--- config.mk ---
export PLATFORM = sky130hd
export DESIGN_NAME = multi_cycle_control
export DESIGN_NICKNAME = d
export VERILOG_FILES = /design/src/rtl/multi_cycle_pkg.sv /design/src/rtl/multi_cycle_control_alu_decoder.sv /design/src/rtl/multi_cycle_control.sv
export SDC_FILE = /design/constraint.sdc
export NUM_CORES = 1
export LEC_CHECK = 0
export CORE_AREA = 2 2 75 77
export CTS_CLUSTER_DIAMETER = 50
export DETAILED_ROUTE_END_ITERATION = 10
export DIE_AREA = 0 0 77 79
export PLACE_DENSITY = 0.78
export SLEW_MARGIN = 30
export SYNTH_ARGS = -nofsm -noshare
export SYNTH_HDL_FRONTEND = slang
export SYNTH_SLANG_ARGS = --single-unit
export TNS_END_PERCENT = 100
--- constraint.sdc ---
create_clock -name clk -period 2.13 [get_ports clk]
set_input_delay 0.5325 -clock clk [delete_from_list [all_inputs] [get_ports clk]]
set_output_delay 0.5325 -clock clk [all_outputs]
set_load 0.01 [all_outputs]
--- src/rtl/multi_cycle_pkg.sv ---
// Shared encodings for the multi-cycle RV32I core: FSM states, opcodes,
// ALUOp codes and every datapath mux-select / ALU-control value. The
// datapath imports the same package so both sides agree on the encodings.
package multi_cycle_pkg;

  typedef enum logic [3:0] {
    S_FETCH    = 4'd0,
    S_DECODE   = 4'd1,
    S_MEMADR   = 4'd2,
    S_MEMREAD  = 4'd3,
    S_MEMWB    = 4'd4,
    S_MEMWRITE = 4'd5,
    S_EXECR    = 4'd6,
    S_ALUWB    = 4'd7,
    S_EXECI    = 4'd8,
    S_JAL      = 4'd9,
    S_BEQ      = 4'd10,
    S_TRAP     = 4'd11
  } state_e;

  localparam logic [6:0] OP_LW    = 7'b0000011;
  localparam logic [6:0] OP_SW    = 7'b0100011;
  localparam logic [6:0] OP_RTYPE = 7'b0110011;
  localparam logic [6:0] OP_ITYPE = 7'b0010011;
  localparam logic [6:0] OP_JAL   = 7'b1101111;
  localparam logic [6:0] OP_BEQ   = 7'b1100011;

  typedef enum logic [1:0] {
    ALUOP_ADD   = 2'b00,
    ALUOP_SUB   = 2'b01,
    ALUOP_FUNCT = 2'b10
  } aluop_e;

  localparam logic       ADR_PC     = 1'b0;
  localparam logic       ADR_RESULT = 1'b1;

  localparam logic [1:0] RES_ALUOUT    = 2'b00;
  localparam logic [1:0] RES_DATA      = 2'b01;
  localparam logic [1:0] RES_ALURESULT = 2'b10;

  localparam logic [1:0] SRCA_PC    = 2'b00;
  localparam logic [1:0] SRCA_OLDPC = 2'b01;
  localparam logic [1:0] SRCA_RD1   = 2'b10;

  localparam logic [1:0] SRCB_RD2  = 2'b00;
  localparam logic [1:0] SRCB_IMM  = 2'b01;
  localparam logic [1:0] SRCB_FOUR = 2'b10;

  localparam logic [1:0] IMM_I = 2'b00;
  localparam logic [1:0] IMM_S = 2'b01;
  localparam logic [1:0] IMM_B = 2'b10;
  localparam logic [1:0] IMM_J = 2'b11;

  localparam logic [2:0] ALU_ADD = 3'b000;
  localparam logic [2:0] ALU_SUB = 3'b001;
  localparam logic [2:0] ALU_AND = 3'b010;
  localparam logic [2:0] ALU_OR  = 3'b011;
  localparam logic [2:0] ALU_SLT = 3'b101;

endpackage

--- src/rtl/multi_cycle_control_alu_decoder.sv ---
// Combinational ALU decoder.
// Ports:
//   alu_op      in  ALUOp from the control FSM (add / sub / by funct3)
//   funct3      in  instr[14:12]
//   op_b5       in  instr[5]; distinguishes R-type (1) from I-type (0)
//   funct7b5    in  instr[30]
//   alu_control out ALU operation select
module alu_decoder
  import multi_cycle_pkg::*;
(
  input  aluop_e     alu_op,
  input  logic [2:0] funct3,
  input  logic       op_b5,
  input  logic       funct7b5,
  output logic [2:0] alu_control
);

  always_comb begin
    alu_control = ALU_ADD;
    case (alu_op)
      ALUOP_ADD: alu_control = ALU_ADD;
      ALUOP_SUB: alu_control = ALU_SUB;
      ALUOP_FUNCT: begin
        case (funct3)
          // Only register-register with funct7b5 set is sub; addi has no sub form.
          3'b000:  alu_control = (op_b5 & funct7b5) ? ALU_SUB : ALU_ADD;
          3'b010:  alu_control = ALU_SLT;
          3'b110:  alu_control = ALU_OR;
          3'b111:  alu_control = ALU_AND;
          default: alu_control = ALU_ADD;
        endcase
      end
      default: alu_control = ALU_ADD;
    endcase
  end

endmodule

--- src/rtl/multi_cycle_control.sv ---
// Control FSM for a shared-memory multi-cycle RV32I datapath.
// Sequences fetch/decode/execute/memory/writeback, drives every mux select
// and write enable, waits on the memory-ready handshake, flags illegal
// opcodes and counts retired instructions.
// Ports:
//   clk, rst              clock; synchronous active-high reset
//   op, funct3, funct7b5  instruction fields from the IR
//   zero                  ALU zero flag (branch resolution)
//   mem_ready             memory completes its access this cycle
//   pc_write .. reg_write datapath enables and mux selects
//   illegal_instr         sticky unsupported-opcode flag
//   instr_retired         completed-instruction counter (wraps)
//   state_o               current FSM state for debug
module multi_cycle_control
  import multi_cycle_pkg::*;
#(
  parameter int CNT_WIDTH       = 32,
  parameter bit TRAP_ON_ILLEGAL = 1'b1
) (
  input  logic                 clk,
  input  logic                 rst,
  input  logic [6:0]           op,
  input  logic [2:0]           funct3,
  input  logic                 funct7b5,
  input  logic                 zero,
  input  logic                 mem_ready,
  output logic                 pc_write,
  output logic                 adr_src,
  output logic                 mem_write,
  output logic                 ir_write,
  output logic [1:0]           result_src,
  output logic [1:0]           alu_src_a,
  output logic [1:0]           alu_src_b,
  output logic [1:0]           imm_src,
  output logic [2:0]           alu_control,
  output logic                 reg_write,
  output logic                 illegal_instr,
  output logic [CNT_WIDTH-1:0] instr_retired,
  output logic [3:0]           state_o
);

  state_e               state_q, state_d;
  logic                 illegal_q, illegal_d;
  logic [CNT_WIDTH-1:0] retired_q, retired_d;
  logic                 retire;
  logic                 pc_update;
  logic                 branch;
  aluop_e               alu_op;

  // Next state, sticky illegal flag and retire counter.
  always_comb begin
    state_d   = state_q;
    illegal_d = illegal_q;
    retire    = 1'b0;
    case (state_q)
      S_FETCH:  if (mem_ready) state_d = S_DECODE;
      S_DECODE: begin
        case (op)
          OP_LW, OP_SW: state_d = S_MEMADR;
          OP_RTYPE:     state_d = S_EXECR;
          OP_ITYPE:     state_d = S_EXECI;
          OP_JAL:       state_d = S_JAL;
          OP_BEQ:       state_d = S_BEQ;
          default: begin
            if (TRAP_ON_ILLEGAL) begin
              state_d   = S_TRAP;
              illegal_d = 1'b1;
            end else begin
              // Treated as a NOP: back to fetch without counting a retire.
              state_d = S_FETCH;
            end
          end
        endcase
      end
      S_MEMADR:   state_d = (op == OP_LW) ? S_MEMREAD : S_MEMWRITE;
      S_MEMREAD:  if (mem_ready) state_d = S_MEMWB;
      S_MEMWB:    begin state_d = S_FETCH; retire = 1'b1; end
      S_MEMWRITE: if (mem_ready) begin state_d = S_FETCH; retire = 1'b1; end
      S_EXECR:    state_d = S_ALUWB;
      S_EXECI:    state_d = S_ALUWB;
      S_JAL:      state_d = S_ALUWB;
      S_ALUWB:    begin state_d = S_FETCH; retire = 1'b1; end
      S_BEQ:      begin state_d = S_FETCH; retire = 1'b1; end
      S_TRAP:     state_d = S_TRAP;
      default:    state_d = S_FETCH;
    endcase
    retired_d = retire ? retired_q + {{(CNT_WIDTH-1){1'b0}}, 1'b1} : retired_q;
  end

  always_ff @(posedge clk) begin
    if (rst) begin
      state_q   <= S_FETCH;
      illegal_q <= 1'b0;
      retired_q <= '0;
    end else begin
      state_q   <= state_d;
      illegal_q <= illegal_d;
      retired_q <= retired_d;
    end
  end

  // State-decoded outputs; the only input-dependent terms are the
  // mem_ready gating in FETCH and the branch-taken term of pc_write.
  always_comb begin
    adr_src    = ADR_PC;
    mem_write  = 1'b0;
    ir_write   = 1'b0;
    result_src = RES_ALUOUT;
    alu_src_a  = SRCA_PC;
    alu_src_b  = SRCB_RD2;
    reg_write  = 1'b0;
    pc_update  = 1'b0;
    branch     = 1'b0;
    alu_op     = ALUOP_ADD;
    case (state_q)
      S_FETCH: begin
        alu_src_b  = SRCB_FOUR;
        result_src = RES_ALURESULT;
        ir_write   = mem_ready;
        pc_update  = mem_ready;
      end
      S_DECODE: begin
        alu_src_a = SRCA_OLDPC;
        alu_src_b = SRCB_IMM;
      end
      S_MEMADR: begin
        alu_src_a = SRCA_RD1;
        alu_src_b = SRCB_IMM;
      end
      S_MEMREAD: adr_src = ADR_RESULT;
      S_MEMWB: begin
        result_src = RES_DATA;
        reg_write  = 1'b1;
      end
      S_MEMWRITE: begin
        adr_src   = ADR_RESULT;
        mem_write = 1'b1;
      end
      S_EXECR: begin
        alu_src_a = SRCA_RD1;
        alu_src_b = SRCB_RD2;
        alu_op    = ALUOP_FUNCT;
      end
      S_EXECI: begin
        alu_src_a = SRCA_RD1;
        alu_src_b = SRCB_IMM;
        alu_op    = ALUOP_FUNCT;
      end
      S_JAL: begin
        alu_src_a = SRCA_OLDPC;
        alu_src_b = SRCB_FOUR;
        pc_update = 1'b1;
      end
      S_ALUWB: reg_write = 1'b1;
      S_BEQ: begin
        alu_src_a = SRCA_RD1;
        alu_src_b = SRCB_RD2;
        alu_op    = ALUOP_SUB;
        branch    = 1'b1;
      end
      default: ;
    endcase
  end

  // Immediate format follows the opcode alone.
  always_comb begin
    case (op)
      OP_SW:   imm_src = IMM_S;
      OP_BEQ:  imm_src = IMM_B;
      OP_JAL:  imm_src = IMM_J;
      default: imm_src = IMM_I;
    endcase
  end

  alu_decoder u_alu_decoder (
    .alu_op      (alu_op),
    .funct3      (funct3),
    .op_b5       (op[5]),
    .funct7b5    (funct7b5),
    .alu_control (alu_control)
  );

  assign pc_write      = pc_update | (branch & zero);
  assign illegal_instr = illegal_q;
  assign instr_retired = retired_q;
  assign state_o       = state_q;

endmodule

==> insert_results.sql, run 1 <==
INSERT INTO impl_metrics (metric_group, metric, value, unit) VALUES
('outcome', 'status', 'complete, but fails checks', ''),
('outcome', 'failed_checks', 'setup timing', ''),
('power_and_ir_drop', 'net-switching-power', '0.973', 'mW'),
('timing', 'setup-violations-final', '3', ''),
('power_and_ir_drop', 'p_int', '1.73', 'mW'),
('synth', 'syn-cell-area', '0.00245', 'sq mm'),
('clock_network', 'cts.sink_count', '37', ''),
('final_layout', 'antenna_cells_inserted', '0', ''),
('job', 'maxCapViolCount', '0', ''),
('worst_setup_path', 'critPathMaxFanout', '3', ''),
('worst_setup_path', 'cpLargestDelayFamily', 'simple AND/OR/NAND/NOR gates', ''),
('routing', 'wl', '6460', 'um'),
('placed_design', 'gp_congestion', '0.847', ''),
('worst_setup_path', 'crit_path_cell_trace', 'nand2b_4, or2_4, a21oi_2, buf_4, ha_4, nand2_4, nor3b_2, buf_2', ''),
('synth', 'synthesis.nets', '324', ''),
('worst_setup_path', 'cp_data_required_time', '1.60', 'ns'),
('placed_design', 'port_buffers', '67', ''),
('timing', 'layout_min_cycle_time', '2.29', 'ns'),
('synth', 'synth-async-reset-ratio', '0', '%'),
('worst_setup_path', 'critPathBufInv', '2', ''),
('worst_setup_path', 'critical_path_class', 'flip-flop to primary output', ''),
('timing', 'final.period_utilization', '107', '%'),
('global_routing', 'globalRouteTotalUtil', '20.3', '%'),
('global_routing', 'grt_max_degree', '50', ''),
('floorplan', 'core-area', '0.00534', 'sq mm'),
('power_and_ir_drop', 'power-per-cell-area', '747', 'mW/mm^2'),
('routing', 'drtPass1Iterations', '4', ''),
('routing', 'routed-via-count', '2658', ''),
('power_and_ir_drop', 'vdd_ir_drop_max', '778', 'uV'),
('synth', 'postSynthRegisterBits', '37', ''),
('final_layout', 'design_area', '0.00362', 'sq mm'),
('floorplan', 'floorplan.die_area', '0.00608', 'sq mm'),
('worst_setup_path', 'critPathSlowestCell', 'dfxtp_2', ''),
('clock_network', 'cts_made_buffers', '5', ''),
('worst_setup_path', 'critPathCaptureType', 'primary output', ''),
('routing', 'drc_errors', '0', ''),
('global_routing', 'grt_overflow', '0', ''),
('synth', 'cell_variety_after_synth', '57', ''),
('routing', 'routedWlPerCell', '13.8', 'um'),
('timing', 'relSlewSlack', '69.6', '%'),
('clock_network', 'cts_hold_buf', '0', ''),
('power_and_ir_drop', 'clkPwrFrac', '19.9', '%'),
('routing', 'drt_iter0_drc', '139', ''),
('global_routing', 'first_pass_grt_wire_length', '10400', 'um'),
('final_layout', 'drive_gt1_share', '23.7', '%'),
('synth', 'synth-edff-count', '0', ''),
('timing', 'clock_skew', '0.00608', 'ns'),
('floorplan', 'placementRows', '27', ''),
('clock_network', 'worstSkewPairLatency', '0.29', 'ns'),
('synth', 'synth-warning-count', '0', ''),
('floorplan', 'die-width', '77', 'um'),
('power_and_ir_drop', 'power.switching_fraction', '36.0', '%'),
('final_layout', 'layout-area-overhead-vs-synth', '47.5', '%'),
('final_layout', 'finalNonFillerCells', '469', ''),
('timing', 'rsz_0062_raised_after_global_routing', 'yes', ''),
('clock_network', 'clock-root-buffer', 'clkbuf_8', ''),
('min_path', 'min_delay_worst_type', 'flip-flop to flip-flop', ''),
('final_layout', 'utilization', '67.8', '%'),
('synth', 'post_synth.cell_area_avg', '8.02', 'sq um'),
('timing', 'fmax', '437', 'MHz'),
('synth', 'synth_flop_cell', 'dfxtp_1', ''),
('worst_setup_path', 'critical-path-max-stage-delay', '0.33', 'ns'),
('clock_network', 'path_clk_slew', '0.07', 'ns'),
('clock_network', 'tritoncts_clock_tree', 'built', ''),
('power_and_ir_drop', 'p_leak', '1.37', 'nW'),
('global_routing', 'grt_antenna_before_repair', '0', ''),
('clock_network', 'clock_tree_buffer_depth', '2', ''),
('final_layout', 'layout.nets', '414', ''),
('timing', 'setup_ws', '-0.158', 'ns'),
('power_and_ir_drop', 'seq_power_share', '29.0', '%'),
('clock_network', 'cts_htree_levels', '2', '');
[power by group through the flow]
stage          Combinational (mW)  Clock [mW]  Sequential, mW
6_report                     1.38       0.539           0.785
3_5_place_dp                 1.35           0           0.786
4_1_cts                      1.36       0.553           0.782
5_1_grt                      1.49       0.586           0.792
3_3_place_gp                 1.34           0           0.784
2_1_floorplan               0.724           0           0.800
[path summary, 6_finish.rpt]
kind                                        from  cells after the start  slack [ns]                 to
worst max-delay path                  state_o[2]                      8       -0.16     alu_control[1]
worst min-delay path            instr_retired[8]                      2        0.50   instr_retired[8]
worst max register to register        state_o[2]                      8        0.15  instr_retired[12]
worst min register to register  instr_retired[8]                      2        0.50   instr_retired[8]
[worst reg2reg max path, cell delays in order (launching register included)]
cell,delay (ns)
dfxtp_2,0.33
buf_4,0.13
and4bb_4,0.33
buf_4,0.13
a31oi_4,0.04
buf_12,0.18
buf_12,0.15
or4_1,0.47
a21oi_1,0.14
[sequential cells by signal, summed over array words and instances (netlist names)]
name and count:
instr_retired 32, state_o 4, illegal_instr 1
[layout make-up]
class | instances | area (sq um)
tap | 72 | 90.1
clock inverter | 1 | 5.00
clock buffer | 7 | 96.3
inverter | 8 | 30.0
multi-input combinational | 237 | 1700
fill | 456 | 1720
sequential | 37 | 746
timing repair buffer | 107 | 952
[cells in the final DEF (no fill, tap or decap), types with 3 or more instances in the layout]
cell type and instances:
dfxtp_1 33, nand4_1 8, mux2_1 9, inv_1 8, and3_1 5, dlygate4sd2_1 9
nor4_1 9, and2_1 3, nand3_1 10, a21oi_1 21, xor2_1 3, and4_1 6
nor3_1 8, nor2b_1 14, or4_1 11, nor2_1 25, mux2_2 4, buf_12 3
clkbuf_8 7, buf_4 36, o21ai_0 8, o31ai_1 11, or3_1 5, nand2b_1 4
clkdlybuf4s50_1 46, buf_2 7, nor4b_1 3, dfxtp_2 4, clkbuf_2 3, nand2_1 14
[synth_stat cells (8+ instances only)]
cell type / number / area share [%]
nor3_1: 10 / 2.0
nor2_1: 26 / 4.0
inv_1: 8 / 1.2
mux2_1: 9 / 4.1
clkbuf_1: 11 / 1.7
nor2b_1: 17 / 4.3
dfxtp_1: 37 / 30
o31ai_1: 11 / 3.4
nor4_1: 11 / 2.8
nand3_1: 11 / 2.2
or4_1: 11 / 3.4
o21ai_0: 8 / 1.6
nand4_1: 8 / 2.0
nand2_1: 16 / 2.4
a21oi_1: 22 / 4.5
[layer usage]
metal	share of wire (%)	wire (um)	track usage (%)	vias up
met5	0	0	0	-
met4	0.97	63	6.25	0
met3	4.7	304	3.07	5
met2	51	3290	37.0	78
met1	43	2800	24.8	1243
li1	-	-	-	1332
[cells by family after synthesis]
logic type / Yosys count / share of synthesized area, %
multiplexers: 15 / 6.78
XOR/XNOR: 4 / 1.43
AND/OR/NAND/NOR: 153 / 36.9
buffers and inverters: 32 / 6.27
AO/OA/AOI/OAI: 61 / 16.5
flip-flops: 37 / 30.2
adder cells (fa/ha/maj): 4 / 1.94
[stage by stage]
stage               setup slack (ns)  setup TNS, ns  total power, mW
floorplan                    -0.0737        -0.0737             1.52
global placement              -0.670          -7.10             2.12
detailed placement            -0.721          -8.27             2.13
CTS                           -0.211         -0.495             2.69
global route                  -0.260         -0.660             2.86
finish                        -0.158         -0.376             2.70
[repair_timing]
action	CTS	global route
hold endpoints to repair	0	0
setup buffers	1	2
pin swaps	4	4
endpoints found under the setup margin	16	12
gates resized for setup	67	14
Power figures use the tool's default switching activity.
==> inputs of run 2 (changes only) <==
--- a/config.mk
+++ b/config.mk
@@ -9,7 +9,7 @@
 export CTS_CLUSTER_DIAMETER = 50
 export DETAILED_ROUTE_END_ITERATION = 10
 export DIE_AREA = 0 0 77 79
-export PLACE_DENSITY = 0.78
+export PLACE_DENSITY = 0.83
 export SLEW_MARGIN = 30
 export SYNTH_ARGS = -nofsm -noshare
 export SYNTH_HDL_FRONTEND = slang
==> insert_results.sql, run 2 (synthesis gave the netlist of run 1 again) <==
INSERT INTO impl_metrics (metric_group, metric, value, unit) VALUES
('final_layout', 'layout_common_cells', '45 x clkdlybuf4s50_1, 40 x buf_4, 33 x dfxtp_1', ''),
('timing', 'number_of_max_slew_violations_in_the_final_report', '0', ''),
('timing', 'rsz_0062_raised_after_global_routing', 'yes', ''),
('global_routing', 'grt_antenna_before_repair', '0', ''),
('floorplan', 'die_height', '79', 'um'),
('timing', 'clock_skew', '0.0103', 'ns'),
('outcome', 'failed_checks', 'setup timing', ''),
('worst_setup_path', 'critPathSlowestCell', 'nand4_1', ''),
('routing', 'drt_iter0_drc', '228', ''),
('floorplan', 'placementRows', '27', ''),
('worst_setup_path', 'critPathLaunch', 'instr_retired[0]', ''),
('floorplan', 'pin_count', '68', ''),
('worst_setup_path', 'cpLargestDelayFamily', 'simple AND/OR/NAND/NOR gates', ''),
('job', 'maxCapViolCount', '0', ''),
('worst_setup_path', 'worst_r2r_endpoint', 'instr_retired[30]', ''),
('min_path', 'hold-path-endpoint', 'illegal_instr', ''),
('floorplan', 'floorplan.die_area', '0.00608', 'sq mm'),
('final_layout', 'final_common_cell', 'clkdlybuf4s50_1', ''),
('routing', 'postRouteAntennaNets', '0', ''),
('clock_network', 'cts_htree_levels', '2', ''),
('final_layout', 'finalNonFillerCells', '492', ''),
('clock_network', 'cts.sink_count', '37', ''),
('final_layout', 'utilization', '81.3', '%'),
('final_layout', 'drive_gt1_share', '40.7', '%'),
('power_and_ir_drop', 'p_leak', '1.79', 'nW'),
('floorplan', 'initial_utilization', '46.0', '%'),
('worst_setup_path', 'critical_path_class', 'flip-flop to flip-flop', ''),
('clock_network', 'clock_tree_buffer_depth', '2', ''),
('worst_setup_path', 'regToRegSetupSlack', '-0.30', 'ns'),
('global_routing', 'first_pass_grt_wire_length', '11800', 'um'),
('clock_network', 'cts_made_buffers', '5', ''),
('clock_network', 'clock-root-buffer', 'clkbuf_8', ''),
('placed_design', 'post-place-cells', '461', ''),
('worst_setup_path', 'r2r_cells', '5', ''),
('min_path', 'hold_depth', '2', ''),
('timing', 'fmax', '412', 'MHz'),
('global_routing', 'grt_max_degree', '50', ''),
('clock_network', 'tritoncts_clock_tree', 'built', ''),
('timing', 'timing_worst_slew_pin_value', '0.881', 'ns'),
('clock_network', 'path_clk_slew', '0.09', 'ns'),
('timing', 'setup-violations-final', '32', ''),
('timing', 'timing.final.hold_violations', '0', ''),
('routing', 'vias_per_cell', '6.19', ''),
('worst_setup_path', 'cp_data_required_time', '2.33', 'ns'),
('placed_design', 'dpl.hpwl', '4720', 'um'),
('global_routing', 'grt_overflow', '0', ''),
('power_and_ir_drop', 'total_power', '3.50', 'mW'),
('worst_setup_path', 'critical-path-max-stage-delay', '0.52', 'ns'),
('outcome', 'status', 'complete, but fails checks', ''),
('routing', 'routed-via-count', '3044', ''),
('clock_network', 'worstSkewPairLatency', '0.30', 'ns'),
('placed_design', 'gp_congestion', '0.898', ''),
('power_and_ir_drop', 'vdd_ir_drop_max', '675', 'uV'),
('worst_setup_path', 'critPathBufInv', '0', ''),
('worst_setup_path', 'worst_r2r_startpoint', 'instr_retired[0]', ''),
('floorplan', 'die-width', '77', 'um'),
('floorplan', 'core-area', '0.00534', 'sq mm'),
('worst_setup_path', 'critPathMaxFanout', '6', ''),
('global_routing', 'vias_in_the_first_global_route', '2621', ''),
('worst_setup_path', 'crit_path_start_kind', 'flip-flop', ''),
('routing', 'drc_errors', '0', ''),
('min_path', 'hold_path.startpoint', 'illegal_instr', ''),
('timing', 'layout_min_cycle_time', '2.43', 'ns'),
('routing', 'drtPass1Iterations', '5', ''),
('placed_design', 'port_buffers', '67', ''),
('timing', 'relSlewSlack', '41.1', '%'),
('worst_setup_path', 'crit_path_cell_trace', 'ha_1, and4_1, nand4_1, nor4_4, mux2_4', ''),
('min_path', 'min_delay_worst_type', 'flip-flop to flip-flop', ''),
('final_layout', 'antenna_cells_inserted', '0', ''),
('global_routing', 'globalRouteTotalUtil', '23.8', '%'),
('final_layout', 'final_layout_fill_cell_count', '334', ''),
('final_layout', 'layout.nets', '437', ''),
('final_layout', 'layout-area-overhead-vs-synth', '76.9', '%'),
('worst_setup_path', 'critPathCaptureType', 'flip-flop', ''),
('timing', 'setup-tns-final', '-2.81', 'ns'),
('final_layout', 'largest_register_ffs', '32', ''),
('routing', 'routedWlPerCell', '19.8', 'um'),
('timing', 'setup_ws', '-0.299', 'ns'),
('worst_setup_path', 'cp.arrival', '2.63', 'ns'),
('timing', 'final.period_utilization', '114', '%'),
('power_and_ir_drop', 'power-per-cell-area', '806', 'mW/mm^2'),
('routing', 'wl', '9740', 'um');
==> run 2: area by class of cell <==
cell class                 instances  area [sq um]  area share, %
tap                               72          90.1           2.07
inverter                           8          30.0          0.692
multi-input combinational        237          2040           46.9
clock inverter                     1          30.0          0.692
clock buffer                       7          86.3           1.99
sequential                        37           746           17.2
timing repair buffer             130          1320           30.4
==> run 2: metal layers <==
layer | global-route usage, % | routed length [um]
met1 | 26.6 | 3650
met2 | 44.3 | 5090
met3 | 4.66 | 484
met4 | 9.64 | 510
met5 | 0 | 0
==> run 2: how the worst max path moves through the flow <==
stage	cells past startpoint	end
2_1_floorplan	7	alu_control[1]
3_3_place_gp	4	imm_src[0]
3_5_place_dp	4	imm_src[0]
4_1_cts	4	imm_src[0]
5_1_grt	5	instr_retired[30]
6_report	5	instr_retired[30]
==> run 2: tightest hold or removal path: stages, from the launching register on <==
cell	delay, ns
dfxtp_1	0.36
a31oi_1	0.05
nor2_1	0.07
==> run 2: power breakdown <==
part | switching (mW) | internal (mW)
clock network | 0.275 | 0.382
logic | 0.935 | 1.12
registers | 0.0513 | 0.740
total | 1.26 | 2.24
==> run 2: through the flow <==
step	setup slack, ns	hold slack, ns	area, sq um
3_5_place_dp	-0.746	0.470	3430
4_1_cts	-0.208	0.483	3770
3_3_place_gp	-0.676	0.455	3430
2_1_floorplan	-0.0737	0.504	2470
5_1_grt	-0.289	0.547	4340
6_report	-0.299	0.514	4340
==> run 2: repair_timing <==
item / CTS / global route
pin swaps: 9 / 42
hold endpoints to repair: 0 / 0
endpoints found under the setup margin: 33 / 37
hold buffers: 0 / 0
resized for setup: 79 / 105
gates cloned: 4 / 4
setup buffers: 5 / 11
==> inputs of run 3 (changes only) <==
--- a/config.mk
+++ b/config.mk
@@ -5,10 +5,10 @@
 export SDC_FILE = /design/constraint.sdc
 export NUM_CORES = 1
 export LEC_CHECK = 0
-export CORE_AREA = 2 2 75 77
+export CORE_AREA = 5 5 78 80
 export CTS_CLUSTER_DIAMETER = 50
 export DETAILED_ROUTE_END_ITERATION = 10
-export DIE_AREA = 0 0 77 79
+export DIE_AREA = 0 0 83 85
 export PLACE_DENSITY = 0.83
 export SLEW_MARGIN = 30
 export SYNTH_ARGS = -nofsm -noshare
==> insert_results.sql, run 3 (synthesis gave the netlist of run 1 again) <==
INSERT INTO impl_metrics (metric_group, metric, value, unit) VALUES
('final_layout', 'utilization', '77.8', '%'),
('power_and_ir_drop', 'power-per-cell-area', '729', 'mW/mm^2'),
('worst_setup_path', 'worst_r2r_endpoint', 'instr_retired[23]', ''),
('power_and_ir_drop', 'p_leak', '1.70', 'nW'),
('global_routing', 'grt_antenna_before_repair', '0', ''),
('final_layout', 'layout-area-overhead-vs-synth', '69.2', '%'),
('routing', 'routedWlPerCell', '19.0', 'um'),
('timing', 'layout_min_cycle_time', '2.30', 'ns'),
('final_layout', 'layout.nets', '428', ''),
('routing', 'routed-via-count', '2972', ''),
('clock_network', 'tritoncts_clock_tree', 'built', ''),
('worst_setup_path', 'worst_setup_path_endpoint', 'alu_control[1]', ''),
('clock_network', 'cts.sink_count', '37', ''),
('final_layout', 'antenna_cells_inserted', '0', ''),
('timing', 'setup-violations-final', '19', ''),
('timing', 'clock_skew', '0.00602', 'ns'),
('timing', 'setup_ws', '-0.173', 'ns'),
('routing', 'postRouteAntennaNets', '0', ''),
('worst_setup_path', 'cp_data_required_time', '1.60', 'ns'),
('final_layout', 'final_common_cell', 'clkdlybuf4s50_1', ''),
('routing', 'drtPass1Iterations', '5', ''),
('worst_setup_path', 'critPathLaunch', 'state_o[2]', ''),
('floorplan', 'placementRows', '27', ''),
('clock_network', 'path_clk_slew', '0.07', 'ns'),
('clock_network', 'worstSkewPairLatency', '0.30', 'ns'),
('power_and_ir_drop', 'vdd_ir_drop_max', '559', 'uV'),
('global_routing', 'globalRouteTotalUtil', '20.0', '%'),
('floorplan', 'initial_utilization', '46.0', '%'),
('floorplan', 'die_height', '85', 'um'),
('job', 'maxCapViolCount', '0', ''),
('routing', 'vias_per_cell', '6.17', ''),
('worst_setup_path', 'critPathCaptureType', 'primary output', ''),
('floorplan', 'die-width', '83', 'um'),
('outcome', 'failed_checks', 'setup timing', ''),
('worst_setup_path', 'critPathMaxFanout', '2', ''),
('placed_design', 'dpl.hpwl', '4900', 'um'),
('routing', 'drc_errors', '0', ''),
('clock_network', 'cts_made_buffers', '5', ''),
('final_layout', 'drive_gt1_share', '37.1', '%'),
('clock_network', 'clock-root-buffer', 'clkbuf_8', ''),
('worst_setup_path', 'regToRegSetupSlack', '-0.05', 'ns'),
('floorplan', 'core-area', '0.00534', 'sq mm'),
('outcome', 'status', 'complete, but fails checks', ''),
('floorplan', 'pin_count', '68', ''),
('final_layout', 'layout_common_cells', '44 x clkdlybuf4s50_1, 33 x dfxtp_1, 33 x buf_4', ''),
('timing', 'setup-tns-final', '-0.847', 'ns'),
('routing', 'drt_iter0_drc', '276', ''),
('worst_setup_path', 'critical-path-max-stage-delay', '0.33', 'ns'),
('worst_setup_path', 'critPathSlowestCell', 'dfxtp_2', ''),
('timing', 'relSlewSlack', '38.4', '%'),
('final_layout', 'largest_register_ffs', '32', ''),
('timing', 'fmax', '434', 'MHz'),
('worst_setup_path', 'crit_path_start_kind', 'flip-flop', ''),
('final_layout', 'final_layout_fill_cell_count', '376', ''),
('worst_setup_path', 'crit_path_cell_trace', 'nand2b_4, or2_4, a21oi_2, buf_4, ha_4, nand2_4, nor3b_2, buf_2', ''),
('placed_design', 'port_buffers', '67', ''),
('global_routing', 'first_pass_grt_wire_length', '12000', 'um'),
('global_routing', 'vias_in_the_first_global_route', '2591', ''),
('routing', 'wl', '9160', 'um'),
('worst_setup_path', 'cp.arrival', '1.77', 'ns'),
('timing', 'timing_worst_slew_pin_value', '0.921', 'ns'),
('timing', 'timing.final.hold_violations', '0', ''),
('worst_setup_path', 'r2r_cells', '10', ''),
('clock_network', 'clock_tree_buffer_depth', '2', ''),
('timing', 'number_of_max_slew_violations_in_the_final_report', '0', ''),
('power_and_ir_drop', 'total_power', '3.03', 'mW'),
('clock_network', 'cts_htree_levels', '2', ''),
('floorplan', 'floorplan.die_area', '0.00706', 'sq mm'),
('min_path', 'min_delay_worst_type', 'flip-flop to flip-flop', ''),
('placed_design', 'gp_congestion', '0.828', ''),
('timing', 'rsz_0062_raised_after_global_routing', 'yes', ''),
('global_routing', 'grt_overflow', '0', ''),
('global_routing', 'grt_max_degree', '50', ''),
('worst_setup_path', 'worst_r2r_startpoint', 'state_o[2]', ''),
('timing', 'final.period_utilization', '108', '%'),
('worst_setup_path', 'critical_path_class', 'flip-flop to primary output', '');
## run 3: cell count changes in the layout (fill, tap and decap cells not counted), moves of 4 or more
cell	previous run	this run
mux2_2	4	0
buf_12	6	2
dlygate4sd2_1	3	7
buf_4	40	33
mux2_4	8	12
buf_6	7	12
## run 3: power breakdown
group | internal (mW) | switching [mW]
Clock | 0.257 | 0.251
Combinational | 0.881 | 0.852
Sequential | 0.740 | 0.0465
## run 3: metal layers
layer  track usage, %  routed length, um
met5                0                  0
met3             3.88                560
met2             36.4               4900
met1             23.5               3410
met4             6.69                287
## run 3: final cells by class
class | count | area [sq um] | area share, %
multi-input cells | 237 | 2050 | 49.4
repair buffers | 121 | 1150 | 27.7
flip-flops and latches | 37 | 746 | 18.0
well taps | 72 | 90.1 | 2.17
clock buffers | 7 | 86.3 | 2.08
inverters | 8 | 30.0 | 0.723
## run 3: how the worst min path moves through the flow
stage / from / cells after the start / end
final: illegal_instr / 2 / illegal_instr
after global routing: illegal_instr / 2 / illegal_instr
after CTS: illegal_instr / 2 / illegal_instr
after detailed placement: illegal_instr / 2 / illegal_instr
after global placement: illegal_instr / 2 / illegal_instr
after floorplan: instr_retired[8] / 2 / instr_retired[8]
## run 3: metrics by stage
stage                     setup slack, ns  cell area, sq um  instances  hold slack (ns)
after floorplan                   -0.0737              2470        306            0.504
after global placement             -0.680              3410        459            0.451
after detailed placement           -0.708              3410        459            0.464
after CTS                          -0.198              3700        472            0.482
after global routing               -0.231              4150        482            0.518
final                              -0.173              4150        482            0.486
## run 3: worst max-delay path, delay by kind of cell (launching register included)
family	cells	cell delay, ns
AOI/OAI and AO/OA	1	0.14
adders and majority gates	1	0.15
buffers and inverters	2	0.29
and+or+nand+nor	4	0.57
DFF	1	0.33
## run 3: repair_timing
action                     CTS  global route
pin swaps                   13            53
hold buffers                 0             0
setup endpoints to repair   16            39
setup buffers                5             7
gates resized for setup     86            91
cloned                       1             5
